<file path="src/rtl/asg_sweep_gen.sv">
`default_nettype none
// ------------------------------------------------------------------------------------------
// asg_sweep_gen: linear step-word sweep for one ASG channel (single / sawtooth / ping-pong).
// Optional ASG_SWEEP_CNT_EN limits repeat/ping-pong runs to set_nsweep_i endpoints. Rev 1.0
// ------------------------------------------------------------------------------------------
module asg_sweep_gen #(
  parameter int RSZ      = 14,
  parameter int TICK_DIV = 125
) (
  input  logic              dac_clk_i,
  input  logic              dac_rst_i,
  input  logic              sweep_start_i,
  input  logic              sweep_stop_i,
  input  logic [RSZ+15:0]   set_start_step_i,
  input  logic [RSZ+15:0]   set_stop_step_i,
  input  logic [RSZ+15:0]   set_inc_i,
  input  logic [15:0]       set_dwell_i,
  input  logic [1:0]        set_mode_i,
`ifdef ASG_SWEEP_CNT_EN
  input  logic [15:0]       set_nsweep_i,
`endif
  output logic [RSZ+15:0]   step_o,
  output logic              step_upd_o,
  output logic              busy_o,
  output logic              done_o,
  output logic              dir_o
);

  localparam int W  = RSZ + 16;
  localparam int PW = (TICK_DIV > 1) ? $clog2(TICK_DIV) : 1;
  localparam logic [PW-1:0] PRE_LAST   = PW'(TICK_DIV - 1);
  localparam logic [1:0]    M_REPEAT   = 2'd1;
  localparam logic [1:0]    M_PINGPONG = 2'd2;

  typedef enum logic [1:0] {
    S_IDLE  = 2'd0,
    S_LOAD  = 2'd1,
    S_DWELL = 2'd2,
    S_STEP  = 2'd3
  } state_t;

  state_t          state_q, state_d;
  logic [W-1:0]    step_q, step_d;
  logic            upd_q, upd_d;
  logic            busy_q, busy_d;
  logic            done_q, done_d;
  logic            dir_q, dir_d;
  logic [PW-1:0]   pre_q, pre_d;
  logic [15:0]     dwell_q, dwell_d;
  logic [15:0]     dmax_q, dmax_d;
  logic [W-1:0]    from_q, from_d;
  logic [W-1:0]    tgt_q, tgt_d;
  logic [W-1:0]    inc_q, inc_d;
  logic [1:0]      mode_q, mode_d;

  logic            w_at_end;
  logic            w_repeat;
  logic            w_last;

`ifdef ASG_SWEEP_CNT_EN
  logic [15:0]     cnt_q, cnt_d;
  // cnt_q == 0 means unlimited; the endpoint that would take it from 1 to 0 ends the run.
  assign w_last = (cnt_q == 16'd1);
`else
  assign w_last = 1'b0;
`endif

  // One increment toward tgt in W+1 bits; any pass beyond tgt or wrap clamps to tgt.
  function automatic logic [W-1:0] calc_next(input logic [W-1:0] cur,
                                             input logic [W-1:0] inc,
                                             input logic [W-1:0] tgt,
                                             input logic         up);
    logic [W:0] s;
    if (up) begin
      s = {1'b0, cur} + {1'b0, inc};
      calc_next = (s > {1'b0, tgt}) ? tgt : s[W-1:0];
    end else begin
      s = {1'b0, cur} - {1'b0, inc};
      calc_next = (s[W] || (s[W-1:0] < tgt)) ? tgt : s[W-1:0];
    end
  endfunction

  assign w_at_end = (step_q == tgt_q) || (inc_q == '0);
  assign w_repeat = (mode_q == M_REPEAT) || (mode_q == M_PINGPONG);

  always_comb begin
    state_d = state_q;
    step_d  = step_q;
    upd_d   = 1'b0;
    busy_d  = busy_q;
    done_d  = 1'b0;
    dir_d   = dir_q;
    pre_d   = pre_q;
    dwell_d = dwell_q;
    dmax_d  = dmax_q;
    from_d  = from_q;
    tgt_d   = tgt_q;
    inc_d   = inc_q;
    mode_d  = mode_q;
`ifdef ASG_SWEEP_CNT_EN
    cnt_d   = cnt_q;
`endif

    if (sweep_stop_i) begin
      state_d = S_IDLE;
      busy_d  = 1'b0;
    end else if (sweep_start_i) begin
      state_d = S_LOAD;
      busy_d  = 1'b1;
      from_d  = set_start_step_i;
      tgt_d   = set_stop_step_i;
      inc_d   = set_inc_i;
      mode_d  = set_mode_i;
      dmax_d  = (set_dwell_i == 16'd0) ? 16'd1 : set_dwell_i;
      dir_d   = (set_stop_step_i >= set_start_step_i);
`ifdef ASG_SWEEP_CNT_EN
      cnt_d   = set_nsweep_i;
`endif
    end else begin
      case (state_q)
        S_LOAD: begin
          step_d  = from_q;
          upd_d   = 1'b1;
          pre_d   = '0;
          dwell_d = '0;
          state_d = S_DWELL;
        end
        S_DWELL: begin
          if (pre_q == PRE_LAST) begin
            pre_d = '0;
            if (dwell_q + 16'd1 == dmax_q) begin
              dwell_d = '0;
              state_d = S_STEP;
            end else begin
              dwell_d = dwell_q + 16'd1;
            end
          end else begin
            pre_d = pre_q + PW'(1);
          end
        end
        S_STEP: begin
          state_d = S_DWELL;
          if (!w_at_end) begin
            step_d = calc_next(step_q, inc_q, tgt_q, dir_q);
            upd_d  = 1'b1;
          end else if (!w_repeat || w_last) begin
            done_d  = 1'b1;
            busy_d  = 1'b0;
            state_d = S_IDLE;
          end else begin
`ifdef ASG_SWEEP_CNT_EN
            if (cnt_q != 16'd0) cnt_d = cnt_q - 16'd1;
`endif
            upd_d = 1'b1;
            if (mode_q == M_REPEAT) begin
              step_d = from_q;
            end else begin
              // Ping-pong: swap endpoints and take the first step back in this same cycle.
              from_d = tgt_q;
              tgt_d  = from_q;
              dir_d  = ~dir_q;
              step_d = calc_next(step_q, inc_q, from_q, ~dir_q);
            end
          end
        end
        default: ;
      endcase
    end
  end

  always_ff @(posedge dac_clk_i) begin
    if (dac_rst_i) begin
      state_q <= S_IDLE;
      step_q  <= '0;
      upd_q   <= 1'b0;
      busy_q  <= 1'b0;
      done_q  <= 1'b0;
      dir_q   <= 1'b1;
      pre_q   <= '0;
      dwell_q <= '0;
      dmax_q  <= 16'd1;
      from_q  <= '0;
      tgt_q   <= '0;
      inc_q   <= '0;
      mode_q  <= '0;
`ifdef ASG_SWEEP_CNT_EN
      cnt_q   <= '0;
`endif
    end else begin
      state_q <= state_d;
      step_q  <= step_d;
      upd_q   <= upd_d;
      busy_q  <= busy_d;
      done_q  <= done_d;
      dir_q   <= dir_d;
      pre_q   <= pre_d;
      dwell_q <= dwell_d;
      dmax_q  <= dmax_d;
      from_q  <= from_d;
      tgt_q   <= tgt_d;
      inc_q   <= inc_d;
      mode_q  <= mode_d;
`ifdef ASG_SWEEP_CNT_EN
      cnt_q   <= cnt_d;
`endif
    end
  end

  assign step_o     = step_q;
  assign step_upd_o = upd_q;
  assign busy_o     = busy_q;
  assign done_o     = done_q;
  assign dir_o      = dir_q;

endmodule

`default_nettype wire

</file>
<file path="config.mk">
export PLATFORM = sky130hd
export DESIGN_NAME = asg_sweep_gen
export DESIGN_NICKNAME = d
export VERILOG_FILES = /design/src/rtl/asg_sweep_gen.sv
export SDC_FILE = /design/constraint.sdc
export NUM_CORES = 1
export LEC_CHECK = 0
export BUFFER_PORTS_ARGS = -buffer_cell sky130_fd_sc_hd__buf_2
export CORE_MARGIN = 2
export CORE_UTILIZATION = 25
export CTS_BUF_LIST = sky130_fd_sc_hd__clkbuf_8
export DETAILED_ROUTE_END_ITERATION = 12
export PLACE_DENSITY = 0.48
export SYNTH_ARGS = -nofsm -noshare
export SYNTH_HDL_FRONTEND = slang
export SYNTH_SLANG_ARGS = --single-unit
</file>
<file path="constraint.sdc">
create_clock -name dac_clk_i -period 5.1 [get_ports dac_clk_i]
set_input_delay 0.765 -clock dac_clk_i [delete_from_list [all_inputs] [get_ports dac_clk_i]]
set_output_delay 0.765 -clock dac_clk_i [all_outputs]
set_load 0.02 [all_outputs]
</file>
* Word level (Yosys, flattened, before mapping) *
Cells that the tools add are included.

word-level totals
  register bits = 167
  bits in latches = 0
  RAM bits = 0
  bits in read-only memories = 0
  input port bits = 112
  output and inout port bits = 34
  word-level logic and storage cells = 112
  memories kept = 0

cells by class
  add/sub/neg operators = 4
  multiply operators = 0
  divide/modulo/power cells = 0
  order comparisons = 5
  equal/unequal tests = 15
  shifts and indexed selects = 0
  multiplexer cells = 45
  bitwise logic cells = 5
  reduce and logical (&&, ||, !) cells = 24

operators with widths
  kind                                                             number
  30-bit two-way mux                                               19
  31-bit by 30-bit > comparator with 1-bit output                  2
  30-bit less-than comparator                                      2
  30-bit one-hot mux with 2 select lines                           1
  16-bit two-way mux                                               3
  16-bit one-hot mux with 2 select lines                           1
  30-bit by 30-bit adder with 31-bit output                        1
  30-bit by 30-bit subtractor with 31-bit output                   1
  30-bit equality test                                             1
  30-bit greater-or-equal comparator                               1
  30-bit logical NOT                                               1
  16-bit by 1-bit adder with 16-bit output, second input constant  1
  16-bit equality test                                             1
  16-bit logical NOT                                               1
  7-bit one-hot mux with 2 select lines                            1
  1-bit two-way mux                                                13
  3-bit AND reduction                                              4
  2-bit nonzero test                                               5
  3-bit != test, second input constant                             3
  2-bit two-way mux                                                4
  2-bit != test, second input constant                             4
  4-bit AND reduction                                              2
  7-bit by 1-bit adder with 7-bit output, second input constant    1
  7-bit equality test, second input constant                       1
  14 further kinds                                                 24

* Depth between registers and ports, before layout *
  depth in word-level cells = 9
  mapped depth = 24

* Least setup slack after synthesis *
No wires, ideal clock.

  path type = flip-flop to flip-flop
  start point = register step_q[1] (netlist: step_o[1])
  end point = register step_q[26] (netlist: step_o[26])
  library setup time = 95 ps
  arrival time = 5,210 ps
  slack = -206 ps
  cell stages (with the launch flop) = 22
  buffers on the path = 1
  clock period less this slack = 5,306 ps
  cells stage by stage = dfxtp_1 inv_1 fa_1 o21bai_1 a2111oi_2 nor3_1 a211oi_1 o311ai_1 a21o_1 a21boi_0 xnor2_1 ha_1 nand4_1 or4_1 a311o_1 o2111a_1 nor2b_2 a211oi_4 nand2b_2 buf_6 a21oi_1 a221oi_1

on the way
  word-level cells in the longest chain between the ends = 9

ends and longest elaborated chain
  element                                         RTL line  text
  start: declaration                              43        logic [W-1:0] step_q, step_d;
  start signal: assignment                        191       step_q <= step_d;
  30-bit by 30-bit subtractor with 31-bit output  78        s = {1'b0, cur} - {1'b0, inc};
  30-bit less-than comparator                     79        calc_next = (s[W] || (s[W-1:0] < tgt)) ? tgt : s[W-1:0];
  1-bit logical OR                                79
  30-bit two-way mux                              79
  30-bit two-way mux                              74        if (up) begin
  30-bit two-way mux                              155       if (mode_q == M_REPEAT) begin
  30-bit two-way mux                              146       end else if (!w_repeat || w_last) begin
  30-bit two-way mux                              143       if (!w_at_end) begin
  30-bit one-hot mux with 2 select lines          120       case (state_q)

Several ways; a longest one is shown, not always the timed one. The select of a mux whose other input is x is not followed.
A chain may end at the register's enable or synchronous reset.

* Worst setup path after layout *
  start point = register inc_q[9]
  end point = register step_q[0] (netlist: step_o[0])

on the way
  word-level cells in the longest chain between the ends = 9

ends and longest elaborated chain
  element                                         RTL line  text
  start: declaration                              53        logic [W-1:0] inc_q, inc_d;
  start signal: assignment                        201       inc_q <= inc_d;
  30-bit by 30-bit subtractor with 31-bit output  78
  30-bit less-than comparator                     79
  1-bit logical OR                                79
  30-bit two-way mux                              79
  30-bit two-way mux                              74
  30-bit two-way mux                              155
  30-bit two-way mux                              146
  30-bit two-way mux                              143
  30-bit one-hot mux with 2 select lines          120

Several ways; a longest one is shown, not always the timed one. The select of a mux whose other input is x is not followed.

==> run_results.csv <==
group,metric,value,unit
power_and_ir_drop,power.density,214.6,mW/mm2
synthesis,synthArstFlopShare,0,
critical_path,startpoint,"inc_q[9]$_SDFFE_PP0P_",
layout,multiInputGateArea,0.01278,mm2
critical_path,start_kind,"register",
detailed_routing,finalWirelength,70860,um
global_routing,track_usage,0.2099,
layout,fill_cells,6681,
clock_network,h-tree-depth,4,
layout,seq_area,0.003356,mm2
critical_path,cp.required,5590,ps
clock_network,clock-root-buffer,"clkbuf_8",
min_path,hp-class,"primary input to register",
critical_path,r2r_slack,-90,ps
power_and_ir_drop,p_leak,0.009749,uW
synthesis,synth.ff_latch_count,167,
floorplanning,die_h,257.3,um
synthesis,yosysTopAreaCellShare,0.2085,
critical_path,cp.buffers_inverters,8,
sta,final.setup.worst_slack,-87.42,ps
power_and_ir_drop,vdd_ir_drop_max,161.8,uV
floorplanning,pin_count,146,
outcome,failed_checks,"setup timing",
global_routing,grt_pass1_vias,17420,
detailed_routing,avgViaCountPerCell,5.260,
critical_path,cp_max_fo,6,
synthesis,synthDistinctLibCells,81,
floorplanning,initial_utilization,0.2537,
critical_path,cp.arrival,5680,ps
clock_network,cts.sink_count,167,
floorplanning,coreArea,0.06320,mm2
clock_network,path_clk_slew,130,ps
critical_path,critPathCapture,"step_o[0]$_SDFFE_PP0P_",
sta,finalSetupViolations,17,
critical_path,cpMostUsedCell,"buf_4",
sta,min_period,5187,ps
detailed_routing,post_drt_wl_per_cell,20.80,um
synthesis,syn_nets,2437,
critical_path,cp_slowest_cell,"a311oi_4",
sta,drv_slew,0,
critical_path,reg2reg_from,"inc_q[9]$_SDFFE_PP0P_",
power_and_ir_drop,finalPower,4755,uW
synthesis,synth_flop_cell,"dfxtp_1",
synthesis,synthCells,2107,
critical_path,slowest_delay,420,ps
placed_design,gp_congestion,0.9261,
synthesis,yosysSeqAreaShare,0.2085,
detailed_routing,vias,17910,
placed_design,io_buffers,145,
clock_network,cts_tree,"done",
layout,nets,2876,
floorplanning,die_x,257.3,um
job,cap_viol_max_count,0,
critical_path,cp_num_cells,25,
sta,max_slew_margin,0.3109,
detailed_routing,antenna_left,0,
layout,final_cell_area,0.02215,mm2
clock_network,numCtsBuffers,17,
global_routing,grt_overflow,0,
layout,syn_to_final_growth,38.16,%
detailed_routing,drtIter0Drc,1426,
placed_design,placed_area,0.02016,mm2
clock_network,clk_path_buf_depth,2,
critical_path,path_delay_family,"compound AO/OA/AOI/OAI gates",
floorplanning,rows,92,
synthesis,synth.largest_area_cell,"dfxtp_1",
synthesis,synth_common_cells,"ha_1, nor2_1, nand2_1",
global_routing,grt_max_degree,119,
clock_network,clock_latency,600,ps
sta,fin_skew,31.94,ps
synthesis,ys_top_cells_by_area,"dfxtp_1, ha_1, a21oi_1, xnor2_1, nor2_1",
floorplanning,design.die.area,0.06618,mm2
sta,rsz0062_at_grt,"yes",
critical_path,reg2reg_to,"step_o[0]$_SDFFE_PP0P_",
synthesis,synth_area,0.01604,mm2
critical_path,critical_path_class,"register to register",
synthesis,yosysMostFrequentCell,"ha_1",
critical_path,crit_path_end_kind,"register",
global_routing,grt_pass1_wl,106100,um
detailed_routing,drcViolationCount,0,
synthesis,avgSynthCellArea,7.611,um2
sta,final.period_utilization,1.017,
outcome,status,"complete, but fails checks",
detailed_routing,drt_pass1_iterations,6,
global_routing,antenna_found_initial,5,
sta,timing.fmax,192.8,MHz
layout,final_cells,3406,
placed_design,dp_hpwl,57140,um
layout,drive_gt1_frac,0.2993,
sta,tightest_slew,1031,ps
synthesis,yosysWarnings,0,
placed_design,dp.cells,3346,
critical_path,r2r_cells,25,
synthesis,synth_edf_count,0,
sta,hold_viol_final,0,
-- worst min-delay path: stages --
cell and delay, ps:
buf_2 100, nand2_1 50, a21oi_1 50
-- layer usage --
layer,GRT usage,vias to the layer above,routed length (um),part of all wire
li1,-,8557,-,-
met1,0.2977,8664,33540,0.47
met2,0.3241,583,31010,0.44
met3,0.03063,102,4254,0.060
met4,0.06815,8,2001,0.028
met5,0,-,55,0.00078
-- power by group --
group	switching (uW)	leakage [uW]	total (uW)	internal, uW
Sequential	94.0	0.00137	1450	1360
Combinational	1210	0.00817	2210	997
Clock	706	0.000214	1090	384
-- flip-flops by register name, indices dropped and copies added, names as in the netlist, 2 cells and up --
signal and flops:
from_q 30, pre_q 7, tgt_q 30, inc_q 30, mode_q 2, step_o 30, state_q 2, dmax_q 16
dwell_q 16
-- cell usage in the layout, fill, tap and decap left out, types with 9 or more instances in the layout --
cell type	n
a211oi_1	73
a211oi_2	14
a21o_1	34
a21oi_1	163
a21oi_2	15
a221o_1	18
a221oi_1	15
a221oi_2	20
and3_1	10
buf_2	143
buf_4	351
buf_6	26
clkbuf_8	17
dfxtp_1	159
ha_1	195
ha_4	16
inv_1	180
mux2i_1	62
nand2_1	177
nand2b_1	18
nand3_1	37
nand4_1	44
nor2_1	184
nor2b_1	17
nor3_1	43
nor4_1	23
o211ai_1	14
o21a_1	9
o21ai_0	79
o21ai_1	15
o21bai_1	9
o22ai_1	12
xnor2_1	80
xnor2_2	13
xor2_1	14
-- through the flow --
stage | TNS (ps) | setup slack (ps) | hold WS (ps) | utilization
5_1_grt | -6261 | -283.0 | 369.6 | 0.3506
3_3_place_gp | -9971 | -525.0 | 451.2 | 0.3191
2_1_floorplan | 0 | 13.35 | 436.3 | -
3_5_place_dp | -13120 | -579.2 | 455.0 | 0.3191
6_report | -544.8 | -87.42 | 393.5 | 0.3506
4_1_cts | -1800 | -110.5 | 345.0 | 0.3378
-- timing repair --
| item | 4_1_cts | 5_1_grt |
|---|---|---|
| setup buffers | 15 | 18 |
| hold buffers | 0 | 0 |
| cloned | 1 | 0 |
| pin swaps | 80 | 73 |
| gates resized for setup | 130 | 137 |
| hold endpoints to repair | 0 | 0 |
| endpoints found under the setup margin | 30 | 30 |
-- how the worst min path moves through the flow --
stage                                start                endpoint  slack [ps]  cells after the start
floorplan           mode_q[1]$_SDFFE_PP0P_  mode_q[1]$_SDFFE_PP0P_         440                      2
global placement    mode_q[1]$_SDFFE_PP0P_  mode_q[1]$_SDFFE_PP0P_         450                      2
detailed placement  mode_q[1]$_SDFFE_PP0P_  mode_q[1]$_SDFFE_PP0P_         460                      2
CTS                          set_inc_i[19]  inc_q[19]$_SDFFE_PP0P_         340                      3
global route                 set_mode_i[0]  mode_q[0]$_SDFFE_PP0P_         370                      3
finish                       set_inc_i[19]  inc_q[19]$_SDFFE_PP0P_         390                      3
-- kinds of logic (layout without fill, tap and decap cells) --
kind of cell,count (synthesis),after routing,share of synthesized area
flip-flops,167,167,0.2085
AND/OR/NAND/NOR,635,635,0.1866
XOR/XNOR,110,110,0.06008
other,0,1,0
multiplexers,64,64,0.04003
AO/OA/AOI/OAI,618,618,0.2624
adder cells (fa/ha/maj),218,218,0.1710
buffers and inverters,295,747,0.07132
-- final cells by class --
cell class,count,area share
sequential,167,0.1515
multi-input combinational,1645,0.5768
antenna,1,0.0001130
timing repair buffer,529,0.1727
inverter,186,0.03163
clock buffer,17,0.01056
clock inverter,15,0.008980
tap,846,0.04778
(Power assumes the default switching activity.)
